File: src/rtl/scan_chain_driver_if.sv
// ---------------------------------------------------------------------------
// scan_chain_driver_if
//
// Purpose: bundles the two byte streams of the scan chain driver.
//   Write stream (host -> driver): wr_valid, wr_data[7:0] / wr_ready
//   Read stream  (driver -> host): rd_valid, rd_data[7:0] / rd_ready
//
// Modports:
//   master - the host side: drives the write stream, consumes the read stream
//   slave  - the driver side: consumes the write stream, drives the read stream
// ---------------------------------------------------------------------------
interface scan_chain_driver_if;
  logic       wr_valid;
  logic [7:0] wr_data;
  logic       wr_ready;
  logic       rd_valid;
  logic [7:0] rd_data;
  logic       rd_ready;

  modport master (
    output wr_valid, wr_data, rd_ready,
    input  wr_ready, rd_valid, rd_data
  );

  modport slave (
    input  wr_valid, wr_data, rd_ready,
    output wr_ready, rd_valid, rd_data
  );
endinterface

File: src/rtl/scan_chain_driver.sv
// ---------------------------------------------------------------------------
// scan_chain_driver
//
// Purpose: shifts a full CHAIN_LEN-bit scan chain of a microcontroller. Bits
// to shift in arrive as bytes on the write stream (LSB first), the bits that
// fall out of the chain tail are packed into bytes on the read stream. The
// processor is held stopped (proc_en low) from one quiesce cycle before the
// first shift until the operation completes.
//
// Parameters:
//   CHAIN_LEN - scan chain length in bits (1..4096)
//   CNT_W     - bit counter width, 2**CNT_W must exceed CHAIN_LEN
//
// Ports:
//   clk           - sole clock, rising edge
//   rst_n         - asynchronous active-low reset
//   start_i       - one-cycle request to start a full-chain shift (IDLE only)
//   run_req_i     - software request to let the processor run while idle
//   scan_out_i    - serial data from the chain tail
//   proc_en_o     - processor enable to the microcontroller
//   scan_enable_o - scan shift enable to the microcontroller
//   scan_in_o     - serial data into the chain head
//   busy_o        - high in every state except IDLE
//   done_o        - one-cycle pulse when an operation completes
//   bus           - write/read byte streams (slave side)
// ---------------------------------------------------------------------------
module scan_chain_driver #(
  parameter int CHAIN_LEN = 64,
  parameter int CNT_W     = 13
) (
  input  logic                clk,
  input  logic                rst_n,
  input  logic                start_i,
  input  logic                run_req_i,
  input  logic                scan_out_i,
  output logic                proc_en_o,
  output logic                scan_enable_o,
  output logic                scan_in_o,
  output logic                busy_o,
  output logic                done_o,
  scan_chain_driver_if.slave  bus
);

  typedef enum logic [2:0] {
    IDLE,
    QUIESCE,
    SHIFT,
    FLUSH,
    DONE
  } state_e;

  localparam logic [CNT_W-1:0] LastBitIdx = CNT_W'(CHAIN_LEN - 1);

  state_e           state_q, state_d;
  logic [CNT_W-1:0] bitCnt_q, bitCnt_d;
  logic [2:0]       bitIdx_q, bitIdx_d;
  logic [7:0]       wrBuf_q, wrBuf_d;
  logic             wrBufValid_q, wrBufValid_d;
  logic [7:0]       actByte_q, actByte_d;
  logic             actValid_q, actValid_d;
  logic [7:0]       capByte_q, capByte_d;
  logic             capHeld_q, capHeld_d;
  logic [7:0]       outData_q, outData_d;
  logic             outValid_q, outValid_d;
  logic             procEn_q, procEn_d;

  logic             startAccept;
  logic             shifting;
  logic             lastBit;
  logic             byteEnd;
  logic             outFree;
  logic             wrAccept;
  logic [7:0]       capNext;

  // Shared decode used by both the FSM and the datapath. A bit moves through
  // the chain only when the active write byte holds data and no completed
  // capture byte is parked waiting for the output register; otherwise the
  // chain simply holds. A byte ends either at its bit 7 or at the last chain
  // bit, so a partial final byte is closed early. The output register is free
  // when it is empty or is being handed over on this very edge, which is what
  // lets a new capture byte land in it back-to-back with a read handshake.
  always_comb begin
    startAccept = (state_q == IDLE) && start_i;
    shifting    = (state_q == SHIFT) && actValid_q && !capHeld_q;
    lastBit     = (bitCnt_q == LastBitIdx);
    byteEnd     = (bitIdx_q == 3'd7) || lastBit;
    outFree     = !outValid_q || bus.rd_ready;
    wrAccept    = (state_q == SHIFT) && !wrBufValid_q && bus.wr_valid;
    capNext           = capByte_q;
    capNext[bitIdx_q] = scan_out_i;
  end

  // Next-state logic. QUIESCE is a single stopped cycle that lets the
  // processor settle before the first shift. SHIFT leaves as soon as the last
  // chain bit moves; FLUSH then waits until nothing is parked and the final
  // byte is handed over. Start requests outside IDLE are ignored because only
  // the IDLE branch looks at start. The processor enable is registered so it
  // is glitch-free toward the microcontroller; it follows run_req only when
  // the coming state is IDLE.
  always_comb begin
    state_d = state_q;
    case (state_q)
      IDLE:    if (start_i) state_d = QUIESCE;
      QUIESCE: state_d = SHIFT;
      SHIFT:   if (shifting && lastBit) state_d = FLUSH;
      FLUSH:   if (!capHeld_q && outValid_q && bus.rd_ready) state_d = DONE;
      DONE:    state_d = IDLE;
      default: state_d = IDLE;
    endcase
    procEn_d = (state_d == IDLE) && run_req_i;
  end

  // Write side and bit counting. The host writes into a one-byte buffer that
  // only takes a byte while empty; the buffer is moved into the active shift
  // byte as soon as the active one is exhausted, including on the cycle its
  // last bit leaves, so shifting never pauses between bytes. Once the final
  // chain bit has moved nothing more is pulled in, so surplus write bits and
  // the unused top bits of a partial last byte never reach the chain.
  always_comb begin
    bitCnt_d     = bitCnt_q;
    bitIdx_d     = bitIdx_q;
    wrBuf_d      = wrBuf_q;
    wrBufValid_d = wrBufValid_q;
    actByte_d    = actByte_q;
    actValid_d   = actValid_q;

    if (wrAccept) begin
      wrBuf_d      = bus.wr_data;
      wrBufValid_d = 1'b1;
    end

    if (shifting) begin
      bitCnt_d = bitCnt_q + 1'b1;
      bitIdx_d = bitIdx_q + 3'd1;
    end

    if (shifting && byteEnd) begin
      actValid_d = 1'b0;
    end

    if ((state_q == SHIFT) && wrBufValid_q &&
        (!actValid_q || (shifting && byteEnd && !lastBit))) begin
      actByte_d    = wrBuf_q;
      actValid_d   = 1'b1;
      wrBufValid_d = 1'b0;
    end

    if (startAccept) begin
      bitCnt_d     = '0;
      bitIdx_d     = '0;
      wrBufValid_d = 1'b0;
      actValid_d   = 1'b0;
    end
  end

  // Read side. Each shift drops the tail bit into the capture byte at the
  // same bit position it had in the write stream. A finished capture byte
  // goes straight into the output register when that register is free;
  // otherwise it is parked and shifting stops until the host drains the
  // output register. Capture bits that are never written stay 0, which gives
  // zero-filled upper bits on a partial final byte.
  always_comb begin
    capByte_d  = capByte_q;
    capHeld_d  = capHeld_q;
    outData_d  = outData_q;
    outValid_d = outValid_q && !bus.rd_ready;

    if (capHeld_q && outFree) begin
      outData_d  = capByte_q;
      outValid_d = 1'b1;
      capHeld_d  = 1'b0;
      capByte_d  = '0;
    end else if (shifting) begin
      if (byteEnd) begin
        if (outFree) begin
          outData_d  = capNext;
          outValid_d = 1'b1;
          capByte_d  = '0;
        end else begin
          capByte_d  = capNext;
          capHeld_d  = 1'b1;
        end
      end else begin
        capByte_d = capNext;
      end
    end

    if (startAccept) begin
      capByte_d = '0;
      capHeld_d = 1'b0;
    end
  end

  // State and datapath registers. Reset aborts any operation in flight and
  // returns every buffer to empty without producing a done pulse.
  always_ff @(posedge clk or negedge rst_n) begin
    if (!rst_n) begin
      state_q      <= IDLE;
      bitCnt_q     <= '0;
      bitIdx_q     <= '0;
      wrBuf_q      <= '0;
      wrBufValid_q <= 1'b0;
      actByte_q    <= '0;
      actValid_q   <= 1'b0;
      capByte_q    <= '0;
      capHeld_q    <= 1'b0;
      outData_q    <= '0;
      outValid_q   <= 1'b0;
      procEn_q     <= 1'b0;
    end else begin
      state_q      <= state_d;
      bitCnt_q     <= bitCnt_d;
      bitIdx_q     <= bitIdx_d;
      wrBuf_q      <= wrBuf_d;
      wrBufValid_q <= wrBufValid_d;
      actByte_q    <= actByte_d;
      actValid_q   <= actValid_d;
      capByte_q    <= capByte_d;
      capHeld_q    <= capHeld_d;
      outData_q    <= outData_d;
      outValid_q   <= outValid_d;
      procEn_q     <= procEn_d;
    end
  end

  // Outputs are decoded from registered state only, so they reach their
  // reset values as soon as reset is asserted. scan_in is forced low on any
  // cycle the chain is not shifting.
  assign proc_en_o     = procEn_q;
  assign scan_enable_o = shifting;
  assign scan_in_o     = shifting & actByte_q[bitIdx_q];
  assign busy_o        = (state_q != IDLE);
  assign done_o        = (state_q == DONE);
  assign bus.wr_ready  = (state_q == SHIFT) && !wrBufValid_q;
  assign bus.rd_valid  = outValid_q;
  assign bus.rd_data   = outData_q;

endmodule

File: src/flat_wrapper.sv
// flat-port wrapper written by rule: the top's interface ports become plain ports
module scan_chain_driver_flat 
#(
  parameter int CHAIN_LEN = 64,
  parameter int CNT_W     = 13
)
  (clk, rst_n, start_i, run_req_i, scan_out_i, proc_en_o, scan_enable_o, scan_in_o, busy_o, done_o, bus_wr_valid, bus_wr_data, bus_rd_ready, bus_wr_ready, bus_rd_valid, bus_rd_data);
  scan_chain_driver_if bus_i ();
  input  logic clk;
  input  logic rst_n;
  input  logic start_i;
  input  logic run_req_i;
  input  logic scan_out_i;
  output logic proc_en_o;
  output logic scan_enable_o;
  output logic scan_in_o;
  output logic busy_o;
  output logic done_o;
  input wire logic [$bits(bus_i.wr_valid)-1:0] bus_wr_valid;
  input wire logic [$bits(bus_i.wr_data)-1:0] bus_wr_data;
  input wire logic [$bits(bus_i.rd_ready)-1:0] bus_rd_ready;
  output wire logic [$bits(bus_i.wr_ready)-1:0] bus_wr_ready;
  output wire logic [$bits(bus_i.rd_valid)-1:0] bus_rd_valid;
  output wire logic [$bits(bus_i.rd_data)-1:0] bus_rd_data;
  assign bus_i.wr_valid = bus_wr_valid;
  assign bus_i.wr_data = bus_wr_data;
  assign bus_i.rd_ready = bus_rd_ready;
  assign bus_wr_ready = bus_i.wr_ready;
  assign bus_rd_valid = bus_i.rd_valid;
  assign bus_rd_data = bus_i.rd_data;
  scan_chain_driver #(.CHAIN_LEN(CHAIN_LEN), .CNT_W(CNT_W)) u_core (.clk(clk), .rst_n(rst_n), .start_i(start_i), .run_req_i(run_req_i), .scan_out_i(scan_out_i), .proc_en_o(proc_en_o), .scan_enable_o(scan_enable_o), .scan_in_o(scan_in_o), .busy_o(busy_o), .done_o(done_o), .bus(bus_i));
endmodule
File: config.mk
export PLATFORM = sky130hd
export DESIGN_NAME = scan_chain_driver_flat
export DESIGN_NICKNAME = d
export VERILOG_FILES = /design/src/rtl/scan_chain_driver_if.sv /design/src/rtl/scan_chain_driver.sv /design/src/flat_wrapper.sv
export SDC_FILE = /design/constraint.sdc
export NUM_CORES = 1
export LEC_CHECK = 0
export CAP_MARGIN = 20
export CORE_MARGIN = 4
export CORE_UTILIZATION = 55
export DETAILED_ROUTE_END_ITERATION = 8
export PLACE_DENSITY = 0.76
export REMOVE_ABC_BUFFERS = 1
export SLEW_MARGIN = 20
export SYNTH_ARGS = -nofsm -noshare
export SYNTH_HDL_FRONTEND = slang
export SYNTH_SLANG_ARGS = --single-unit
File: constraint.sdc
create_clock -name clk -period 3.3 [get_ports clk]
set_input_delay 0.495 -clock clk [delete_from_list [all_inputs] [get_ports clk]]
set_output_delay 0.495 -clock clk [all_outputs]
set_load 0.005 [all_outputs]
==> results of run 1 <==
-- final cells by class --
type,instances,area share [%]
clock inverters,1,0.160
multi-input cells,174,39.3
flip-flops and latches,56,44.7
well taps,67,2.67
clock buffers,6,2.31
inverters,7,0.838
repair buffers,33,10.1
-- cell families after synthesis --
family          Yosys count
fa+ha+maj                 3
flops                    56
buf+inv                  19
mux                      35
simple gates             87
xor+xnor                 12
compound gates           37
-- sequential cells by signal, indices dropped and copies added (netlist names) --
register             cells
u_core.capByte_q         8
u_core.actValid_q        1
u_core.bitIdx_q          3
u_core.wrBuf_q           8
u_core.bus.rd_valid      1
u_core.bitCnt_q         13
u_core.wrBufValid_q      1
u_core.proc_en_o         1
u_core.capHeld_q         1
u_core.bus.rd_data       8
u_core.state_q           3
u_core.actByte_q         8
-- Yosys cell counts (all sizes together) --
cell type	number	area share [%]
nor2b	4	0.92
dfrtp	56	52
and2	3	0.74
nor3b	3	1.2
o21ai	10	1.9
nand3	5	1.1
clkbuf	10	1.4
o32ai	8	2.6
xor2	3	0.97
nand3b	3	0.83
nand4	2	0.46
or4	1	0.42
inv	7	0.97
a31oi	1	0.23
nor3	12	2.2
o41ai	1	0.60
buf	2	0.32
or3	4	0.92
nor2	18	2.5
o31ai	1	0.28
a311oi	1	0.32
nand2	26	3.6
nand2b	1	0.23
nor4	3	0.69
ha	3	1.4
mux2	24	10
or2	1	0.23
xnor2	9	2.9
a22o	3	0.97
and3	1	0.23
a21oi	10	2.4
mux2i	11	4.1
a211oi	2	0.55
-- through the flow --
stage / cells / total power, mW / cell area [sq um] / util (%)
after CTS: 344 / 2.84 / 3140 / 65.9
after global placement: 337 / 2.44 / 3060 / 64.3
after global routing: 344 / 3.05 / 3140 / 65.9
final: 344 / 2.81 / 3140 / 65.9
after detailed placement: 337 / 2.49 / 3060 / 64.3
after floorplan: 237 / 2.04 / 2660 / -
-- metal layers --
layer  part of all wire [%]  vias up
met3                    3.9        8
met4                    1.7        0
met2                     47       44
met5                      0        -
met1                     48      913
li1                       -      934
-- final timing paths --
path                               startpoint                   to  slack [ns]  cells past startpoint
setup / recovery            u_core.state_q[2]            scan_in_o        0.58                      5
hold / removal                          rst_n   u_core.bitCnt_q[9]        0.24                      1
setup reg to reg           u_core.bitCnt_q[7]  u_core.actByte_q[0]        0.96                      5
hold reg to reg             u_core.wrBuf_q[1]  u_core.actByte_q[1]        0.50                      1
max in group asynchronous               rst_n  u_core.capByte_q[3]        2.30                      2
min in group clk            u_core.wrBuf_q[1]  u_core.actByte_q[1]        0.50                      1
-- power groups by stage --
stage,combinational [mW],sequential (mW),clock [mW]
after floorplan,0.842,1.20,0
after global placement,1.20,1.24,0
after detailed placement,1.23,1.25,0
after CTS,1.24,1.24,0.365
after global routing,1.37,1.29,0.390
final,1.22,1.24,0.349
==> results.md, run 1 <==
* Pre-antenna DRT Iters at 4
* DR vias at ~1900
* Type of element capturing the critical path: output port
* Register share of total power at roughly 44%
* Critical path cell sequence: nor3b_4 > nand2_1 > buf_4 > a211oi_1 > clkdlybuf4s50_1
* Register area at about 1400 sq um
* First-pass GRT wire length at around 8900 um
* Unique masters post-synth at 39
* Mux contribution to synthesized area at 14.1%
* CTS resizes at 0
* Commonest non-fill, non-tap cell in the layout: dfrtp_1
* Die ar. at about 6100 sq um
* Initial DRC count at around 110
* Hpwl dp at 3500 um
* Core area at about 4800 sq um
* Mapped Area at roughly 2700 sq um
* Initial Utilization at between 50% and 60%
* RSZ-0062 raised after global routing: false
* Final worst slack at between 0.5 and 0.6 ns
* Largest net degree at the start of global routing at 36
* Yosys Warn Count at 0
* Worst vdd ir at between 0.0004 and 0.0005 V
* Delay-heaviest family, CP: buffers and inverters
* Crit path required time at around 2.8 ns
* Worst setup path category: flip-flop to output port
* Area grow syn2layout at 15.9%
* Wirelength per Cell at approximately 14 um
* CTS root buf: clkbuf_8
* Fmax at approximately 370 MHz
* Skew-Pair Late Insertion Delay at ~0.30 ns
* Crit-path max cell delay at 0.55 ns
* Power density cells at ~900 nW/um^2
* Clk pwr share at about 12%
* Clock Path Buffers at 2
* Largest family of logic cells by synthesized area: simple AND/OR/NAND/NOR gates
* Max_slew headroom at 50.4%
* Hold Violations, Final at 0
* PortBufs at 29
* Gate power share at between 40% and 50%
* GR peak layer: met2
* Worst clock skew at around 0.007 ns
* Crit-path slowest cell: clkdlybuf4s50_1
* Remaining DRCs at 0
* H-tree levels at 2
* Routability Congestion at between 0.7 and 0.8
* Post-DRT Antenna Nets at 0
* Final setup fails at 0
* Max-Cap Viols at 0
* Commonest cells after routing, fill and taps aside: 56 x dfrtp_1, 28 x clkdlybuf4s50_1, 26 x nand2_1
* Layout cells sized above 1 at between 10% and 20%
* Nets at 295
* Mean post-synth cell area at around 11 sq um
* Die height at roughly 80 um
* Initial antenna violation count at 0
* Diode count at 0
* TritonCTS buffer count at 5
* Synth Area in Compound Gates at approximately a tenth
* CP startpoint kind: flip-flop
* # fillers at 387
* I/O pins at 30
* Clock-pin transition on the worst setup and hold timing paths at about 0.090 ns
* Area of the multi-input gates at around 1200 sq um
* Pre-CTS WS at between 0.9 and 1 ns
* Final period util at between 80 and 90%
* Outcome: finished, final reports clean
* P_int at roughly 1.8 mW
* Post-Synth Simple-Gate Area at between 10% and 20%
* Syn Inst Count at around 250
* Remaining global-route overflow at 0
* Vias in the first global route at between 1500 and 2000
* Worst min path class: primary input to asynchronous set/reset pin
* Final worst path period need at 2.72 ns
* Final Max Tran Viols at 0
* Synth Register Bits at 56
* Hold_ws at 0.245 ns
* Final wirelength at ~4900 um
* Chip width at just under 80 um
* CTS tree: done
* Sequential fraction of the synthesis area at approximately 52%
* Post-CTS setup buffer count at 0
* Total GRT Usage at between 10% and 20%
* Pleak at approximately 1.3 nW
* CTS Sinks at 56
* Cell Rows at 25
* XOR/XNOR Fraction of Synth Area at under 10%
* TNS Setup at 0 ns
* Met2 usage at just under 30%
* WP buf/inv at 2
* Sw frac at 36.2%
* Met1 Track Usage GR at about a quarter
* CTS Hold Bufs at 0
* Worst Tran Pin Value at approximately 0.74 ns
* Crit path max fanout at 24
* Critical Path AT at 2.22 ns
* Met3 usage at between 4 and 5%
* Post-Synth Adder-Cell Area at 1.39%
* Vias per Instance at about 5.5
* P_sw at a little over 1 mW
Power figures use the tool's default switching activity.
==> run 2, diff against run 1 <==
==> constraint.sdc (replaced) <==
create_clock -name clk -period 2.5 [get_ports clk]
set_input_delay 0.375 -clock clk [delete_from_list [all_inputs] [get_ports clk]]
set_output_delay 0.375 -clock clk [all_outputs]
set_load 0.005 [all_outputs]
==> run 2 against run 1 <==
  * Sequential power up 33%
  * Die area unchanged
  * Largest power group is now combinational cells
  * Wire length up 2.1%
==> results.md, run 2 (same netlist as run 1, synthesis figures left out) <==
* Final wirelength at 5030 um (+2.1%)
* Final worst path period need at roughly 2.4 ns
* Initial antenna violation count at 0 (unchanged)
* Clock-pin transition on the worst setup and hold timing paths at 0.09 ns (about the same)
* Met2 WL at 2420 um (+5.1%)
* Worst clock skew at 0.00431 ns (-0.00286 ns)
* WL met3 at 160 um (-16%)
* TritonCTS buffer count at 5 (unchanged)
* First-pass GRT wire length at 8740 um (-2.2%)
* Core area at 4750 sq um (unchanged)
* Max_slew headroom at 54.0% (+3.5 points)
* Final setup fails at 0 (unchanged)
* Hold Violations, Final at 0 (unchanged)
* H-tree levels at 2 (unchanged)
* Met1 wire length at 2390 um (+1.6%)
* Final design utilization at 67.0% (+1.1 points)
* Worst Tran Pin Value at 0.691 ns (-0.0528 ns)
* Max-Cap Viols at 0 (unchanged)
* Area grow syn2layout at 17.8%
* Final Max Tran Viols at 0 (unchanged)
* Remaining global-route overflow at 0 (unchanged)
* Pre-antenna DRT Iters at 4 (unchanged)
* Critical path cell sequence: nor3b_4 > nand2_2 > inv_1 > clkdlybuf4s50_1
* Commonest non-fill, non-tap cell in the layout: dfrtp_1
* Layout Cells excl Fill at 347 (+0.87%)
* Vias per Instance at 5.50 (-0.45%)
* Crit path max fanout at 9 (-63%)
* Crit path required time at 2.12 ns (-0.68 ns)
* Commonest cells after routing, fill and taps aside: 54 x dfrtp_1, 28 x clkdlybuf4s50_1, 25 x nand2_1
* CTS tree: done
* Largest net degree at the start of global routing at 57 (+58%)
* Top reg by flops: u_core.bitCnt_q
* Initial DRC count at 123 (+15%)
* Wirelength per Cell at 14.5 um (+1.2%)
* Crit-path max cell delay at 0.56 ns (about the same)
* Cell Rows at 25 (unchanged)
* Remaining DRCs at 0 (unchanged)
* Worst min path class: primary input to asynchronous set/reset pin
* Initial Utilization at 56.9% (unchanged)
* Critical Path AT at 2.01 ns (-0.21 ns)
* Die ar. at 6100 sq um (unchanged)
* Routability Congestion at 0.846 (+6.1%)
* Layout cells sized above 1 at 18.2% (+2.7 points)
* Post-CTS setup buffer count at 0 (unchanged)
* RSZ-0062 raised after global routing: true
* Placed cell count at 340 (+0.89%)
* # fillers at 380 (-1.8%)
* Path depth of the worst reg2reg path at 5 (unchanged)
* Crit-path slowest cell: clkdlybuf4s50_1
* Type of element capturing the critical path: output port
* Final period util at 95.3%
* Chip width at 78.1 um (unchanged)
* Die height at 78.1 um (unchanged)
* Vias in the first global route at 1882 (-3.6%)
* Total GRT Usage at 18.1% (-0.088 points)
* Outcome: finished, final reports clean
* Skew-Pair Late Insertion Delay at 0.30 ns (about the same)
* Max reg flops at 13 (unchanged)
* Post-placement cell area at 3080 sq um (+0.74%)
* DR vias at 1907 (+0.42%)
* Hold_ws at 0.189 ns (-0.0563 ns)
* PortBufs at 29 (unchanged)
* Worst vdd ir at 0.000640 V (+31%)
* Post-DRT Antenna Nets at 0 (unchanged)
* Final worst slack at 0.119 ns (-0.466 ns)
* Power density cells at 1200 nW/um^2 (+34%)
* Nets at 298 (+1.0%)
* Design Area, Final at 3190 sq um (+1.6%)
* Hpwl dp at 3500 um (+0.15%)
* Pleak at 1.35 nW (+1.8%)
* CTS Hold Bufs at 0 (unchanged)
* CTS root buf: clkbuf_8
* Clock Path Buffers at 2 (unchanged)
* Fmax at 420 MHz
* CP startpoint kind: flip-flop
* I/O pins at 30 (unchanged)
* Diode count at 0 (unchanged)
* Worst setup path category: flip-flop to output port
* Uppermost layer routed: met4
* Pre-CTS WS at 0.251 ns (-0.667 ns)
* CTS Sinks at 56 (unchanged)
==> run 2: final timing paths <==
kind | from | slack, ns | end
worst min-delay path | rst_n | 0.19 | u_core.bitCnt_q[5]
worst max-delay path | u_core.state_q[2] | 0.12 | scan_enable_o
max in group asynchronous | rst_n | 1.81 | u_core.bitIdx_q[0]
worst max register to register | u_core.bitCnt_q[7] | 0.22 | u_core.bus.rd_data[5]
min in group clk | u_core.wrBuf_q[3] | 0.51 | u_core.actByte_q[3]
worst min register to register | u_core.wrBuf_q[3] | 0.51 | u_core.actByte_q[3]
==> run 2: worst max-delay path: cells and delay by family, from the launching register on <==
family	cells	cell delay (ns)
buffers and inverters	2	0.81
DFF	1	0.47
and+or+nand+nor	2	0.43
==> run 2: what timing repair did <==
| action | 4_1_cts | 5_1_grt |
|---|---|---|
| gates resized for setup | 2 | 2 |
| pin swaps | 0 | 0 |
| endpoints found under the setup margin | 2 | 1 |
==> run 2: final cells by class <==
class                           count  area, sq um  share of cell area, %
Inverter                            7         26.3                  0.824
Timing Repair Buffer               36          338                   10.6
Tap cell                           67         83.8                   2.63
Multi-Input combinational cell    174         1240                   38.9
Clock buffer                        7         96.3                   3.02
Sequential cell                    56         1400                   44.1
==> run 2: layer usage <==
layer / vias to the layer above / global-route usage (%)
met5: - / 0
met4: 0 / 6.29
met3: 7 / 3.90
met2: 32 / 30.1
met1: 929 / 23.3
li1: 939 / -
==> run 2: metrics by stage <==
stage	power [mW]	TNS (ns)
global route	4.14	-0.00230
global placement	3.25	0
floorplan	2.69	0
CTS	3.86	0
finish	3.84	0
detailed placement	3.31	0
==> run 2: where the power goes <==
part / internal, mW / switching (mW) / total, mW / leakage (nW)
Sequential: 1.30 / 0.347 / 1.65 / 0.701
Combinational: 0.909 / 0.757 / 1.67 / 0.597
Clock: 0.248 / 0.280 / 0.528 / 0.0503
